File: src/rtl/psk_rx_pkg.sv
// Shared types and constants for the PSK receive chain.
package psk_rx_pkg;

    typedef enum logic {
        SEARCH = 1'b0,
        LOCKED = 1'b1
    } state_t;

    localparam logic MODE_BPSK = 1'b0;
    localparam logic MODE_QPSK = 1'b1;

    localparam logic [31:0] DEF_SYNC_WORD = 32'h1ACFFC1D;

endpackage

File: src/rtl/sync_correlator.sv
// Hamming-distance sync correlator: registered true/inverted match flags.
module sync_correlator
    import psk_rx_pkg::*;
#(
    parameter int unsigned          SYNC_LEN  = 32,
    parameter logic [SYNC_LEN-1:0]  SYNC_WORD = SYNC_LEN'(DEF_SYNC_WORD),
    parameter int unsigned          MAX_ERR   = 2
) (
    input  logic                clk,
    input  logic                rst,
    input  logic [SYNC_LEN-1:0] sr,
    output logic                hit0,
    output logic                hit1
);

    localparam int unsigned CW = $clog2(SYNC_LEN + 1);

    logic [SYNC_LEN-1:0] diff_c;
    logic [CW-1:0]       dist_c;
    logic                hit0_c;
    logic                hit1_c;

    assign diff_c = sr ^ SYNC_WORD;

    always_comb begin
        dist_c = '0;
        for (int unsigned i = 0; i < SYNC_LEN; i++) begin
            dist_c = dist_c + CW'(diff_c[i]);
        end
        hit0_c = (dist_c <= CW'(MAX_ERR));
        // inverted match only when the direct match does not already win
        hit1_c = !hit0_c && ((CW'(SYNC_LEN) - dist_c) <= CW'(MAX_ERR));
    end

    always_ff @(posedge clk or posedge rst) begin
        if (rst) begin
            hit0 <= 1'b0;
            hit1 <= 1'b0;
        end else begin
            hit0 <= hit0_c;
            hit1 <= hit1_c;
        end
    end

endmodule

File: src/rtl/psk_frame_sync.sv
// BPSK/QPSK hard decision, sync-word search with 180-degree ambiguity, payload byte framing.
module psk_frame_sync
    import psk_rx_pkg::*;
#(
    parameter int unsigned          WIDTH         = 16,
    parameter int unsigned          SYNC_LEN      = 32,
    parameter logic [SYNC_LEN-1:0]  SYNC_WORD     = SYNC_LEN'(DEF_SYNC_WORD),
    parameter int unsigned          MAX_ERR       = 2,
    parameter int unsigned          PAYLOAD_BYTES = 64
) (
    input  logic             clk_32M768,
    input  logic             rst_32M768,
    input  logic [WIDTH-1:0] I_1M,
    input  logic [WIDTH-1:0] Q_1M,
    input  logic             sym_clk,
    input  logic             mode,
    output logic [7:0]       byte_data,
    output logic             byte_valid,
    output logic             frame_start,
    output logic             frame_end,
    output logic             locked,
    output logic             polarity,
    output logic             overrun,
    output logic [15:0]      frame_cnt
);

    localparam int unsigned FILL_W = $clog2(SYNC_LEN + 1);
    localparam int unsigned BYTE_W = $clog2(PAYLOAD_BYTES + 1);

    state_t              state, state_nxt;
    logic                sym_q, stb_c, busy_c, take_stb_c;
    logic                mode_q, mode_c;
    logic                i_vld, i_bit, q_wait, q_vld, q_bit;
    logic                bit_vld_c, bit_c;
    logic                pb_vld, pb_bit;
    logic [SYNC_LEN-1:0] sr, sr_base_c, sr_nxt_c;
    logic [FILL_W-1:0]   fill;
    logic                fill_ok;
    logic                hit0, hit1, hit_c;
    logic [6:0]          acc;
    logic [2:0]          bit_cnt;
    logic [BYTE_W-1:0]   byte_cnt;
    logic                lock_c, take_c, pol_c, byte_done_c, last_c;

    sync_correlator #(
        .SYNC_LEN  (SYNC_LEN),
        .SYNC_WORD (SYNC_WORD),
        .MAX_ERR   (MAX_ERR)
    ) u_corr (
        .clk  (clk_32M768),
        .rst  (rst_32M768),
        .sr   (sr),
        .hit0 (hit0),
        .hit1 (hit1)
    );

    // Symbol strobe, decision pipeline and serial bit source
    assign stb_c      = sym_clk & ~sym_q;
    assign busy_c     = q_wait | q_vld;
    assign take_stb_c = stb_c & ~busy_c;
    assign mode_c     = (state == SEARCH) ? mode : mode_q;
    assign bit_vld_c  = i_vld | q_vld;
    assign bit_c      = q_vld ? q_bit : i_bit;

    // Entering SEARCH clears sr; a bit arriving in that same cycle still lands
    assign sr_base_c = last_c ? '0 : sr;
    assign sr_nxt_c  = bit_vld_c ? {sr_base_c[SYNC_LEN-2:0], bit_c} : sr_base_c;

    always_ff @(posedge clk_32M768 or posedge rst_32M768) begin
        if (rst_32M768) state <= SEARCH;
        else            state <= state_nxt;
    end

    // Payload consumes the bit stream one cycle late so bits racing the registered hit are kept
    always_comb begin
        state_nxt   = state;
        lock_c      = 1'b0;
        take_c      = 1'b0;
        pol_c       = polarity;
        hit_c       = fill_ok & (hit0 | hit1);
        case (state)
            SEARCH: begin
                if (hit_c) begin
                    lock_c    = 1'b1;
                    pol_c     = hit1;
                    take_c    = pb_vld;
                    state_nxt = LOCKED;
                end
            end
            LOCKED:  take_c = pb_vld;
            default: state_nxt = SEARCH;
        endcase
        byte_done_c = take_c && (bit_cnt == 3'd7);
        last_c      = byte_done_c && (byte_cnt == BYTE_W'(PAYLOAD_BYTES - 1));
        if (last_c) state_nxt = SEARCH;
    end

    always_ff @(posedge clk_32M768 or posedge rst_32M768) begin
        if (rst_32M768) begin
            sym_q       <= 1'b0;
            mode_q      <= MODE_BPSK;
            i_vld       <= 1'b0;
            i_bit       <= 1'b0;
            q_wait      <= 1'b0;
            q_vld       <= 1'b0;
            q_bit       <= 1'b0;
            pb_vld      <= 1'b0;
            pb_bit      <= 1'b0;
            sr          <= '0;
            fill        <= '0;
            fill_ok     <= 1'b0;
            acc         <= '0;
            bit_cnt     <= '0;
            byte_cnt    <= '0;
            byte_data   <= '0;
            byte_valid  <= 1'b0;
            frame_start <= 1'b0;
            frame_end   <= 1'b0;
            locked      <= 1'b0;
            polarity    <= 1'b0;
            overrun     <= 1'b0;
            frame_cnt   <= '0;
        end else begin
            sym_q  <= sym_clk;
            i_vld  <= take_stb_c;
            q_wait <= take_stb_c && (mode_c == MODE_QPSK);
            q_vld  <= q_wait;
            if (take_stb_c) begin
                i_bit <= ($signed(I_1M) >= $signed(WIDTH'(0)));
                q_bit <= ($signed(Q_1M) >= $signed(WIDTH'(0)));
                if (state == SEARCH) mode_q <= mode;
            end
            if (stb_c && busy_c) overrun <= 1'b1;

            pb_vld <= bit_vld_c;
            pb_bit <= bit_c;
            sr     <= sr_nxt_c;
            if (last_c) begin
                fill    <= bit_vld_c ? FILL_W'(1) : '0;
                fill_ok <= 1'b0;
            end else begin
                if (bit_vld_c && (fill != FILL_W'(SYNC_LEN))) fill <= fill + FILL_W'(1);
                fill_ok <= (fill == FILL_W'(SYNC_LEN));
            end

            if (lock_c) begin
                locked   <= 1'b1;
                polarity <= pol_c;
            end

            byte_valid  <= byte_done_c;
            frame_start <= byte_done_c && (byte_cnt == '0);
            frame_end   <= last_c;
            if (take_c) begin
                if (byte_done_c) begin
                    byte_data <= {acc, pb_bit ^ pol_c};
                    bit_cnt   <= '0;
                    byte_cnt  <= last_c ? '0 : byte_cnt + BYTE_W'(1);
                end else begin
                    acc     <= {acc[5:0], pb_bit ^ pol_c};
                    bit_cnt <= bit_cnt + 3'd1;
                end
            end
            if (last_c) begin
                locked    <= 1'b0;
                frame_cnt <= frame_cnt + 16'd1;
            end
        end
    end

endmodule

File: config.mk
export PLATFORM = sky130hd
export DESIGN_NAME = psk_frame_sync
export DESIGN_NICKNAME = d
export VERILOG_FILES = /design/src/rtl/psk_rx_pkg.sv /design/src/rtl/sync_correlator.sv /design/src/rtl/psk_frame_sync.sv
export SDC_FILE = /design/constraint.sdc
export NUM_CORES = 1
export LEC_CHECK = 0
export ABC_AREA = 1
export CAP_MARGIN = 5
export CORE_MARGIN = 3
export CORE_UTILIZATION = 49
export CTS_CLUSTER_DIAMETER = 150
export DETAILED_ROUTE_END_ITERATION = 12
export GPL_ROUTABILITY_DRIVEN = 0
export PLACE_DENSITY = 0.82
export SYNTH_ARGS = -nofsm -noshare
export SYNTH_HDL_FRONTEND = slang
export SYNTH_SLANG_ARGS = --single-unit
File: constraint.sdc
create_clock -name clk_32M768 -period 13.2 [get_ports clk_32M768]
set_clock_uncertainty 0.05 [all_clocks]
set_input_delay 2.64 -clock clk_32M768 [delete_from_list [all_inputs] [get_ports clk_32M768]]
set_output_delay 2.64 -clock clk_32M768 [all_outputs]
set_load 0.02 [all_outputs]
* Word level (Yosys, flattened, before mapping)
Index checks and enable logic that the tools add are counted.
** Cells by class
- Add/sub/neg operators :: 36
- Order comparisons :: 4
- Equal/unequal tests :: 4
- Muxes and demuxes :: 20
- Bitwise gates (word level) :: 12
- Reduce and logical (&&, ||, !) cells :: 14
** Operators with widths (count)
- 6-bit by 1-bit adder with 6-bit output :: 30
- 32-bit 2-to-1 mux :: 2
- 16-bit by 1-bit greater-or-equal comparator with 1-bit output (second input constant) :: 2
- 19-bit inverter :: 1
- 16-bit by 1-bit adder with 16-bit output (second input constant) :: 1
- 1-bit 2-to-1 mux :: 13
- 6-bit by 2-bit <= comparator with 1-bit output (second input constant) :: 2
- 6-bit 2-to-1 mux :: 2
- 7-bit by 1-bit adder with 7-bit output (second input constant) :: 1
- 7-bit by 6-bit equality test with 1-bit output (second input constant) :: 1
- 1-bit logical AND :: 7
- 7-bit zero test :: 1
- 7-bit 2-to-1 mux :: 1
- 6-bit by 1-bit adder with 6-bit output (second input constant) :: 1
- 6-bit equality test (second input constant) :: 1
- 6-bit != test (second input constant) :: 1
- 2-bit nonzero test :: 3
- 6-bit subtractor (first input constant) :: 1
- 1-bit inverter :: 4
- 2-bit AND reduction :: 2
- 3-bit by 1-bit adder with 3-bit output (second input constant) :: 1
- 1-bit AND :: 3
- 3-bit equality test (second input constant) :: 1
- 3-bit 2-to-1 mux :: 1
- 5 further kinds :: 7
** Storage, ports and cells
- Register bits after elaboration :: 98
- Input port bits :: 36
- Output and inout bits :: 30
- Word-level logic and storage cells :: 117

* Logic depth before layout (Yosys ltp)
Gate-level depths: netlist of run 1.
- Depth after elaboration :: 35
- Mapped depth :: 24
- Depth with buffers taken out :: 24

* Modules after synthesis
From an unflattened synthesis of run 1, not the netlist that was laid out.
** Unflattened totals
- Cell total of the unflattened synthesis :: 651
- Area total of the unflattened synthesis :: 5571.6 µm²
** By module, submodules not included
- psk_frame_sync :: times used 1, cells each 494, area each 4304.1 µm², seq. area each 2402.3 µm²
- sync_correlator :: times used 1, cells each 157, area each 1267.5 µm², seq. area each 50.0 µm²

* Worst setup path before layout of run 1
OpenSTA, ideal clock, no wires.
- Path kind :: register to register
- From :: register sr[1]
- To :: register u_corr.hit1
- Library setup time :: 115 ps
- Arrival time :: 5191 ps
- Required time :: 13035 ps
- Path slack :: 7845 ps
- Cell stages (with the launch flop) :: 22
- Path buffers :: 0
- Period minus slack after synthesis :: 5355 ps
- Path through :: dfrtp_1 -> ha_1 -> inv_1 -> fa_1 -> fa_1 -> fa_1 -> fa_1 -> inv_1 -> fa_1 -> inv_1 -> fa_1 -> inv_1 -> fa_1 -> inv_1 -> fa_1 -> ha_1 -> inv_1 -> nor2_1 -> o21ai_0 -> nor2_1 -> nand2_1 -> nor2_1
** Between the ends
- Cells in the longest elaborated chain, start to end :: 34
- Elaborated cells between the ends (all ways) :: 36
- Those cells by class :: add/sub (32); order compare (2); reduce/logical (2)
** RTL lines
- from (decl) :: RTL line psk_frame_sync.sv:36 : logic [SYNC_LEN-1:0] sr, sr_base_c, sr_nxt_c;
- from (signal assigned) :: RTL line psk_frame_sync.sv:137 : sr <= sr_nxt_c;
- 1-bit by 1-bit adder with 2-bit output * :: RTL line sync_correlator.sv:28 : dist_c = dist_c + CW'(diff_c[i]);
- 6-bit by 1-bit adder with 6-bit output * (30 in series) :: RTL line sync_correlator.sv:28
- 6-bit subtractor / 6-bit by 2-bit <= comparator with 1-bit output (equally long branches) :: RTL line sync_correlator.sv:32, sync_correlator.sv:30
- 6-bit by 2-bit <= comparator with 1-bit output / 1-bit zero test (equally long branches) :: RTL line sync_correlator.sv:32 : hit1_c = !hit0_c && ((CW'(SYNC_LEN) - dist_c) <= CW'(MAX_ERR));
- 1-bit logical AND * :: RTL line sync_correlator.sv:32
- named net u_corr.hit1_c :: RTL line sync_correlator.sv:21 : logic hit1_c;
- to (signal assigned) :: RTL line sync_correlator.sv:41 : hit1 <= hit1_c;
- to (decl) :: RTL line sync_correlator.sv:13 : output logic hit1
Mark *: on every way through the listed nets, which the timed path passes. The rest lies on a longest branch.
A chain may end at the register's enable or synchronous reset.

* Worst setup path after layout of run 1
Same ends and word-level chain as after synthesis.

==> out/qor.csv, run 1 <==
metric,value,unit
critical-path cell list,"ha_1, inv_1, fa_1, fa_1, fa_1, fa_1, inv_1, fa_1, inv_1, fa_1, inv_1, fa_1, inv_1, fa_1, ha_1, inv_1, and2_1, o21ai_0, nor2_1, nand2_1, nor2_1",
"FF+latch count, synth",98,
top post-synthesis cells by area,"dfrtp_1 (46%), fa_1 (8.9%), nand2_1 (8.8%)",
Worst Setup End Kind,register,
Worst path slowest cell,fa_1,
CTS Hold Buffers Added,0,
most frequent CP cell,fa_1,
htree depth,3,
P&R area growth vs syn,10.8,%
Power Total,1710,uW
Total Routing Usage GR,17.3,%
Post-CTS Resized,0,
VDD IR max,0.229,mV
run status,"complete, no violations",
Hold Crit Class,reg -> reg,
fin crit share,42.9,%
max-cap violations,0,
diode count,0,
Worst setup SP type,register,
Lkg Pwr,0.00297,uW
fill cell count,925,
CTS root buf,clkbuf_8,
Die ar.,12200,sq um
routed wire length,10100,um
net count after synthesis,668,
worst hold start,q_wait,
Clock Path Buffers,2,
"EDFF count, synth",0,
unrepaired setup endpoints after global routing,false,
Via density,5.18,
Routed Antenna Nets,0,
Synth Instances,590,
"Clk pin slew, worst setup/hold paths",110,ps
hpwl dp,7160,um
initial antenna violation count,0,
Initial Utilization,51.1,%
clk_lat worst skew,390,ps
vias in the first global route,3985,
grt total ovfl,0,
largest net degree at the start of global routing,85,
DRT Pass-1 Iters,5,
Max Slew Vio Count,0,
RR Startpoint,sr[1],
via count,3937,
setup TNS,0,ps
Final Net Count,697,
WS Path Type,reg -> reg,
f_max,177,MHz
post-layout min period,5660,ps
top-area cell type share of the netlist area,45.7,%
Mapped Avg Cell Area,9.10,sq um
WL per Instance,13.3,um
CORE AREA,10500,sq um
DR iter-0 viols,266,
Tightest Pin Transition,925,ps
Die X-Extent,111,um
Max stage delay on crit path,550,ps
synth cell count leaders,"nand2_1 (126), dfrtp_1 (98), inv_1 (93), nand3_1 (84), o21ai_0 (32)",
first-pass GRT wire length,17900,um
die height,111,um
# setup viols final,0,
share of cells above drive strength 1,5.93,%
Required @ worst endpoint,13460,ps
Post-synth ARST share,100,%
Rows,37,
Critical path origin,sr[1],
pwr dens,287,nW/um^2
CTS sink cnt,98,
largest area contributor in the netlist,dfrtp_1,
crit-path max FO,4,
count of different cell masters after synthesis,42,
register area,2450,sq um
TritonCTS clock tree,done,
"Warnings, synthesis",0,
drt drc,0,
sequential fraction of the synthesis area,45.7,%
crit path DAT,5920,ps
Max-slew headroom,38.1,%
ys flop type,dfrtp_1,
Syn Std Cell Area,5370,sq um
I/O pin total,66,
setup repair bufs after CTS,0,
I/O Buffers,35,
top-count cell post-synth,nand2_1,
"Hold Violations, Final",0,
multi-input gate area in the final layout,2390,sq um
clock buffer count from CTS,9,
layout make-up:
| type | instances | area share [%] |
|---|---|---|
| Clock buffer | 9 | 2.08 |
| Clock inverter | 7 | 1.28 |
| Inverter | 98 | 6.27 |
| Multi-Input combinational cell | 375 | 40.1 |
| Sequential cell | 98 | 41.2 |
| Tap cell | 136 | 2.86 |
| Timing Repair Buffer | 37 | 6.14 |
per-stage QoR:
stage | std cells | area (sq um) | hold WS [ps] | worst slack, ps | util, %
5_1_grt | 760 | 5950 | 404 | 7240 | 56.6
3_5_place_dp | 744 | 5750 | 343 | 7580 | 54.7
2_1_floorplan | 590 | 5370 | 326 | 7840 | -
3_3_place_gp | 744 | 5750 | 351 | 7640 | 54.7
6_report | 760 | 5950 | 384 | 7540 | 56.6
4_1_cts | 760 | 5950 | 380 | 7500 | 56.6
sequential cells by signal, summed over array words and instances (netlist names), 3 cells and up:
name and flops:
sr 32, frame_cnt 16, byte_data 8, acc 7, byte_cnt 7, fill 6
bit_cnt 3
routing by layer:
metal | part of all wire [%] | up-vias | GRT usage, % | wire length, um
met5 | 0 | - | 0 | 0
met4 | 2.1 | 0 | 7.72 | 216
met3 | 3.8 | 21 | 3.28 | 382
met2 | 50 | 88 | 28.7 | 5060
met1 | 44 | 1919 | 22.2 | 4430
li1 | - | 1909 | - | -
worst max-delay path: cells and delay by family (launching register included):
kind	cells	cell delay, ps
adder cells (fa/ha/maj)	10	4310
flip-flops	1	410
AND/OR/NAND/NOR	4	400
buffers and inverters	6	370
AO/OA/AOI/OAI	1	70
cell usage in the layout (no fill, tap or decap), types with 3 or more instances in the layout:
| master | count |
|---|---|
| xor2_1 | 10 |
| clkdlybuf4s50_1 | 35 |
| clkbuf_8 | 9 |
| inv_1 | 92 |
| o21ai_0 | 32 |
| nand2_1 | 126 |
| nor3_1 | 3 |
| o21ai_1 | 4 |
| ha_1 | 18 |
| inv_8 | 3 |
| a21oi_1 | 4 |
| nand3_1 | 84 |
| nor2_1 | 30 |
| nand4_1 | 7 |
| fa_1 | 24 |
| dfrtp_1 | 98 |
| xnor2_1 | 7 |
where the power goes:
part,leakage (uW),switching (uW),internal (uW)
logic,0.00153,705,446
clock network,0.000103,122,75.8
registers,0.00134,28.0,331
total,0.00297,855,853
worst paths after layout:
kind,endpoint,depth (start not counted),slack (ps)
worst max-delay path,u_corr.hit1,21,7540
worst min-delay path,q_vld,0,380
worst max register to register,u_corr.hit1,21,7540
worst min register to register,q_vld,0,380
max in group asynchronous,i_vld,3,9420
min in group asynchronous,frame_cnt[15],2,2610
kinds of logic after synthesis:
logic type                 synth area share [%]
and+or+nand+nor                            22.7
adders and majority gates                  13.1
DFF                                        45.7
muxes                                     0.396
buffers and inverters                      9.86
AOI/OAI and AO/OA                          5.10
xor gates and xnor gates                   3.08
Note: power is estimated with default switching activity, not from simulation.
==> run 2, diff against run 1 <==
--- a/config.mk
+++ b/config.mk
@@ -12,7 +12,7 @@
 export CTS_CLUSTER_DIAMETER = 150
 export DETAILED_ROUTE_END_ITERATION = 12
 export GPL_ROUTABILITY_DRIVEN = 0
-export PLACE_DENSITY = 0.82
+export PLACE_DENSITY = 0.84
 export SYNTH_ARGS = -nofsm -noshare
 export SYNTH_HDL_FRONTEND = slang
 export SYNTH_SLANG_ARGS = --single-unit
==> constraint.sdc (replaced) <==
create_clock -name clk_32M768 -period 5 [get_ports clk_32M768]
set_clock_uncertainty 0.05 [all_clocks]
set_input_delay 1 -clock clk_32M768 [delete_from_list [all_inputs] [get_ports clk_32M768]]
set_output_delay 1 -clock clk_32M768 [all_outputs]
set_load 0.02 [all_outputs]
==> out/qor.csv, run 2 (synthesis results as in run 1) <==
metric,value,unit
run status,finished with violations,
violated checks,setup timing,
Reg-to-Reg End,u_corr.hit1,
max reg flops,32,
setup TNS,-1000,ps
worst hold stages,0,
Max-slew headroom,31.3,%
R2R Setup Slk,-570,ps
max-cap violations,0,
DR iter-0 viols,385,
Worst setup SP type,register,
WHS,371,ps
share of cells above drive strength 1,9.53,%
die height,111,um
Regs by FF count,"sr x32, frame_cnt x16, byte_data x8",
Largest Register,sr,
largest net degree at the start of global routing,85,
f_max,180,MHz
Worst path slowest cell,fa_1,
"Clk pin slew, worst setup/hold paths",90,ps
Max stage delay on crit path,520,ps
Required @ worst endpoint,5240,ps
I/O Buffers,35,
WS Path Type,reg -> reg,
crit path DAT,5810,ps
Final Worst Setup Slack,-571,ps
hpwl dp,7340,um
Die ar.,12200,sq um
Die X-Extent,111,um
CTS root buf,clkbuf_8,
htree depth,3,
Rows,37,
RR Startpoint,sr[1],
unrepaired setup endpoints after global routing,true,
post-layout min period,5570,ps
WHS Endpoint,q_vld,
"commonest non-fill, non-tap cells in the layout","nand2_1 (126), dfrtp_1 (98), inv_1 (89)",
crit-path max FO,4,
worst-case reg-to-reg path depth,21,
clock buffer count from CTS,9,
worst hold start,q_wait,
"commonest non-fill, non-tap cell in the layout",nand2_1,
via count,4018,
"Hold Violations, Final",0,
grt total ovfl,0,
clk_lat worst skew,360,ps
fin crit share,111,%
Routed Antenna Nets,0,
CORE AREA,10500,sq um
DRT Pass-1 Iters,6,
P&R area growth vs syn,14.1,%
Initial Utilization,51.1,%
WL per Instance,13.4,um
vias in the first global route,3949,
I/O pin total,66,
CTS sink cnt,98,
TritonCTS clock tree,done,
initial antenna violation count,0,
Max Slew Vio Count,0,
Total Routing Usage GR,17.8,%
Hold Crit Class,reg -> reg,
most frequent CP cell,fa_1,
fill cell count,861,
# setup viols final,2,
fin util,58.3,%
critical-path cell list,"ha_1, inv_1, fa_1, fa_1, fa_1, fa_1, inv_1, fa_1, inv_1, fa_1, inv_2, fa_2, inv_2, fa_2, ha_2, inv_2, and2_1, o21ai_1, nor2_1, nand2_1, nor2_1",
Finished Cell Area,6120,sq um
Clock Path Buffers,2,
routed wire length,10400,um
Worst Setup End Kind,register,
Via density,5.18,
Tightest Pin Transition,1030,ps
dpl cell area,5870,sq um
first-pass GRT wire length,18300,um
drt drc,0,
diode count,0,
Final Net Count,714,
[run 2: cell count changes in the layout (fill, tap and decap cells not counted), moves of 2 or more]
cell and delta:
inv_2 +3, inv_8 -3, buf_4 +17, ha_2 +2, inv_1 -3, fa_2 +2, clkinvlp_4 +2, fa_1 -2
ha_1 -2, bufinv_16 +3
[run 2: how the worst max path moves through the flow]
stage,start,end,slack [ps],cells past startpoint
floorplan,sr[1],u_corr.hit1,-210,21
global placement,sr[1],u_corr.hit1,-400,21
detailed placement,sr[1],u_corr.hit1,-590,21
CTS,sr[1],u_corr.hit1,-530,21
global route,sr[1],u_corr.hit1,-810,21
finish,sr[1],u_corr.hit1,-570,21
[run 2: per-stage QoR]
stage | setup slack (ps) | instances
3_5_place_dp | -594 | 759
4_1_cts | -534 | 776
5_1_grt | -810 | 776
6_report | -571 | 776
3_3_place_gp | -398 | 759
2_1_floorplan | -210 | 590
[run 2: critical path, delay by kind of cell, from the launching register on]
kind	cells	cell delay, ps
simple gates	4	390
buf+inv	6	350
compound gates	1	60
fa+ha+maj	10	4230
flops	1	410
[run 2: per-layer routing]
metal / routed length, um / part of all wire, % / track usage, % / vias to the layer above
li1: - / - / - / 1952
met1: 4350 / 42 / 22.5 / 1979
met2: 5580 / 54 / 30.9 / 74
met5: 0 / 0 / 0 / -
met3: 298 / 2.9 / 3.44 / 13
met4: 146 / 1.4 / 5.50 / 0
[run 2: area by class of cell]
type	count	area, sq um	area share, %
inverters	98	372	6.07
well taps	136	170	2.78
clock inverters	6	114	1.86
repair buffers	54	493	8.05
clock buffers	9	124	2.02
multi-input cells	375	2400	39.2
flip-flops and latches	98	2450	40.0
[run 2: timing repair]
action / in CTS / in global routing
buffers inserted: 2 / 0
cloned: 0 / 0
resized for setup: 2 / 1
pin swaps: 3 / 0
endpoints found under the setup margin: 2 / 2
hold buffers: 0 / 0
Power of run 2 is not shown: default switching activity piles up to over one toggle a cycle in this logic, so the estimate is an artifact.
==> run 3, diff against run 2 <==
--- a/config.mk
+++ b/config.mk
@@ -11,8 +11,10 @@
 export CORE_UTILIZATION = 49
 export CTS_CLUSTER_DIAMETER = 150
 export DETAILED_ROUTE_END_ITERATION = 12
+export DONT_BUFFER_PORTS = 1
 export GPL_ROUTABILITY_DRIVEN = 0
-export PLACE_DENSITY = 0.84
+export HOLD_SLACK_MARGIN = 0.1
+export PLACE_DENSITY = 0.76
 export SYNTH_ARGS = -nofsm -noshare
 export SYNTH_HDL_FRONTEND = slang
 export SYNTH_SLANG_ARGS = --single-unit
==> out/qor.csv, run 3 (synthesis results as in run 1) <==
metric,value,unit
P&R area growth vs syn,7.34,%
crit-path max FO,4,
Die X-Extent,111,um
fill cell count,882,
Largest Register,sr,
Total Routing Usage GR,16.9,%
via count,3812,
"delay-heaviest family, CP",adder cells,
Initial Utilization,51.1,%
share of cells above drive strength 1,10.1,%
Final Net Count,678,
Die ar.,12200,sq um
violated checks,setup timing,
# setup viols final,2,
most frequent CP cell,fa_1,
WS Path Type,reg -> reg,
routed wire length,9810,um
DR iter-0 viols,379,
largest net degree at the start of global routing,85,
Worst Setup End Kind,register,
hpwl dp,6940,um
vias in the first global route,3861,
Tightest Pin Transition,927,ps
max reg flops,32,
critical path buffer and inverter count,6,
Routed Antenna Nets,0,
Worst path slowest cell,fa_1,
Hold Crit Class,reg -> reg,
htree depth,3,
register area,2450,sq um
I/O Buffers,0,
CTS Hold Buffers Added,0,
Required @ worst endpoint,5240,ps
"Clk pin slew, worst setup/hold paths",90,ps
diode count,0,
clock buffer count from CTS,9,
WL per Instance,13.2,um
f_max,184,MHz
fin util,54.8,%
post-layout min period,5430,ps
run status,finished with violations,
crit path DAT,5670,ps
unrepaired setup endpoints after global routing,true,
WHS Endpoint,q_vld,
Final Worst Setup Slack,-429,ps
worst-case reg-to-reg path depth,22,
multi-input gate area in the final layout,2400,sq um
CTS sink cnt,98,
Reg-to-Reg End,u_corr.hit1,
Via density,5.14,
drt drc,0,
initial antenna violation count,0,
TritonCTS clock tree,done,
critical-path cell list,"ha_1, inv_1, fa_1, fa_1, fa_1, fa_1, inv_1, fa_1, inv_2, fa_1, inv_1, fa_2, inv_2, fa_2, ha_2, inv_2, nor2_1, nand2_1, nand2_1, nand2_1, nand3_1, nor2_1",
Max stage delay on crit path,510,ps
CTS root buf,clkbuf_8,
Clock Path Buffers,2,
Max-slew headroom,38.2,%
Max Slew Vio Count,0,
max-cap violations,0,
DRT Pass-1 Iters,7,
Worst setup SP type,register,
Rows,37,
die height,111,um
WHS,368,ps
Regs by FF count,"sr x32, frame_cnt x16, byte_data x8",
R2R Setup Slk,-430,ps
first-pass GRT wire length,17500,um
"commonest non-fill, non-tap cell in the layout",nand2_1,
I/O pin total,66,
worst hold start,q_wait,
CORE AREA,10500,sq um
worst hold stages,0,
RR Startpoint,sr[1],
"commonest non-fill, non-tap cells in the layout","nand2_1 (126), dfrtp_1 (98), inv_1 (89)",
"Hold Violations, Final",0,
clk_lat worst skew,370,ps
fin crit share,109,%
grt total ovfl,0,
run 3: what timing repair did:
action                     CTS  global route
setup buffers                0             1
setup endpoints to repair    2             2
pin swaps                    2             0
resized for setup            2             1
run 3: worst max path at each step:
stage | from | to | slack [ps] | cells after the start
6_report | sr[1] | u_corr.hit1 | -430 | 22
5_1_grt | sr[1] | u_corr.hit1 | -680 | 22
4_1_cts | sr[1] | u_corr.hit1 | -450 | 21
3_5_place_dp | sr[1] | u_corr.hit1 | -450 | 21
3_3_place_gp | sr[1] | u_corr.hit1 | -380 | 21
2_1_floorplan | sr[1] | u_corr.hit1 | -210 | 21
run 3: final cells by class:
type	count	area share, %
tap	136	2.95
sequential	98	42.6
multi-input combinational	375	41.6
clock buffer	10	2.39
clock inverter	6	1.65
timing repair buffer	18	2.34
inverter	98	6.47
run 3: metrics by stage:
| step | cell area (sq um) | setup slack [ps] | instances | setup TNS (ps) |
|---|---|---|---|---|
| floorplan | 5380 | -210 | 590 | -317 |
| global placement | 5520 | -377 | 724 | -651 |
| finish | 5760 | -429 | 741 | -746 |
| CTS | 5750 | -447 | 740 | -799 |
| global route | 5760 | -684 | 741 | -1260 |
| detailed placement | 5520 | -451 | 724 | -804 |
run 3: routing by layer:
layer  share of wire (%)  wire length, um  GRT usage, %  vias up
met1                  45             4420          22.1     1850
met5                   0                0             0        -
met4                 1.0              101          5.09        0
met3                 4.3              426          3.88        9
met2                  50             4860          28.1       78
li1                    -                -             -     1875
Power of run 3 is left out for the same reason.
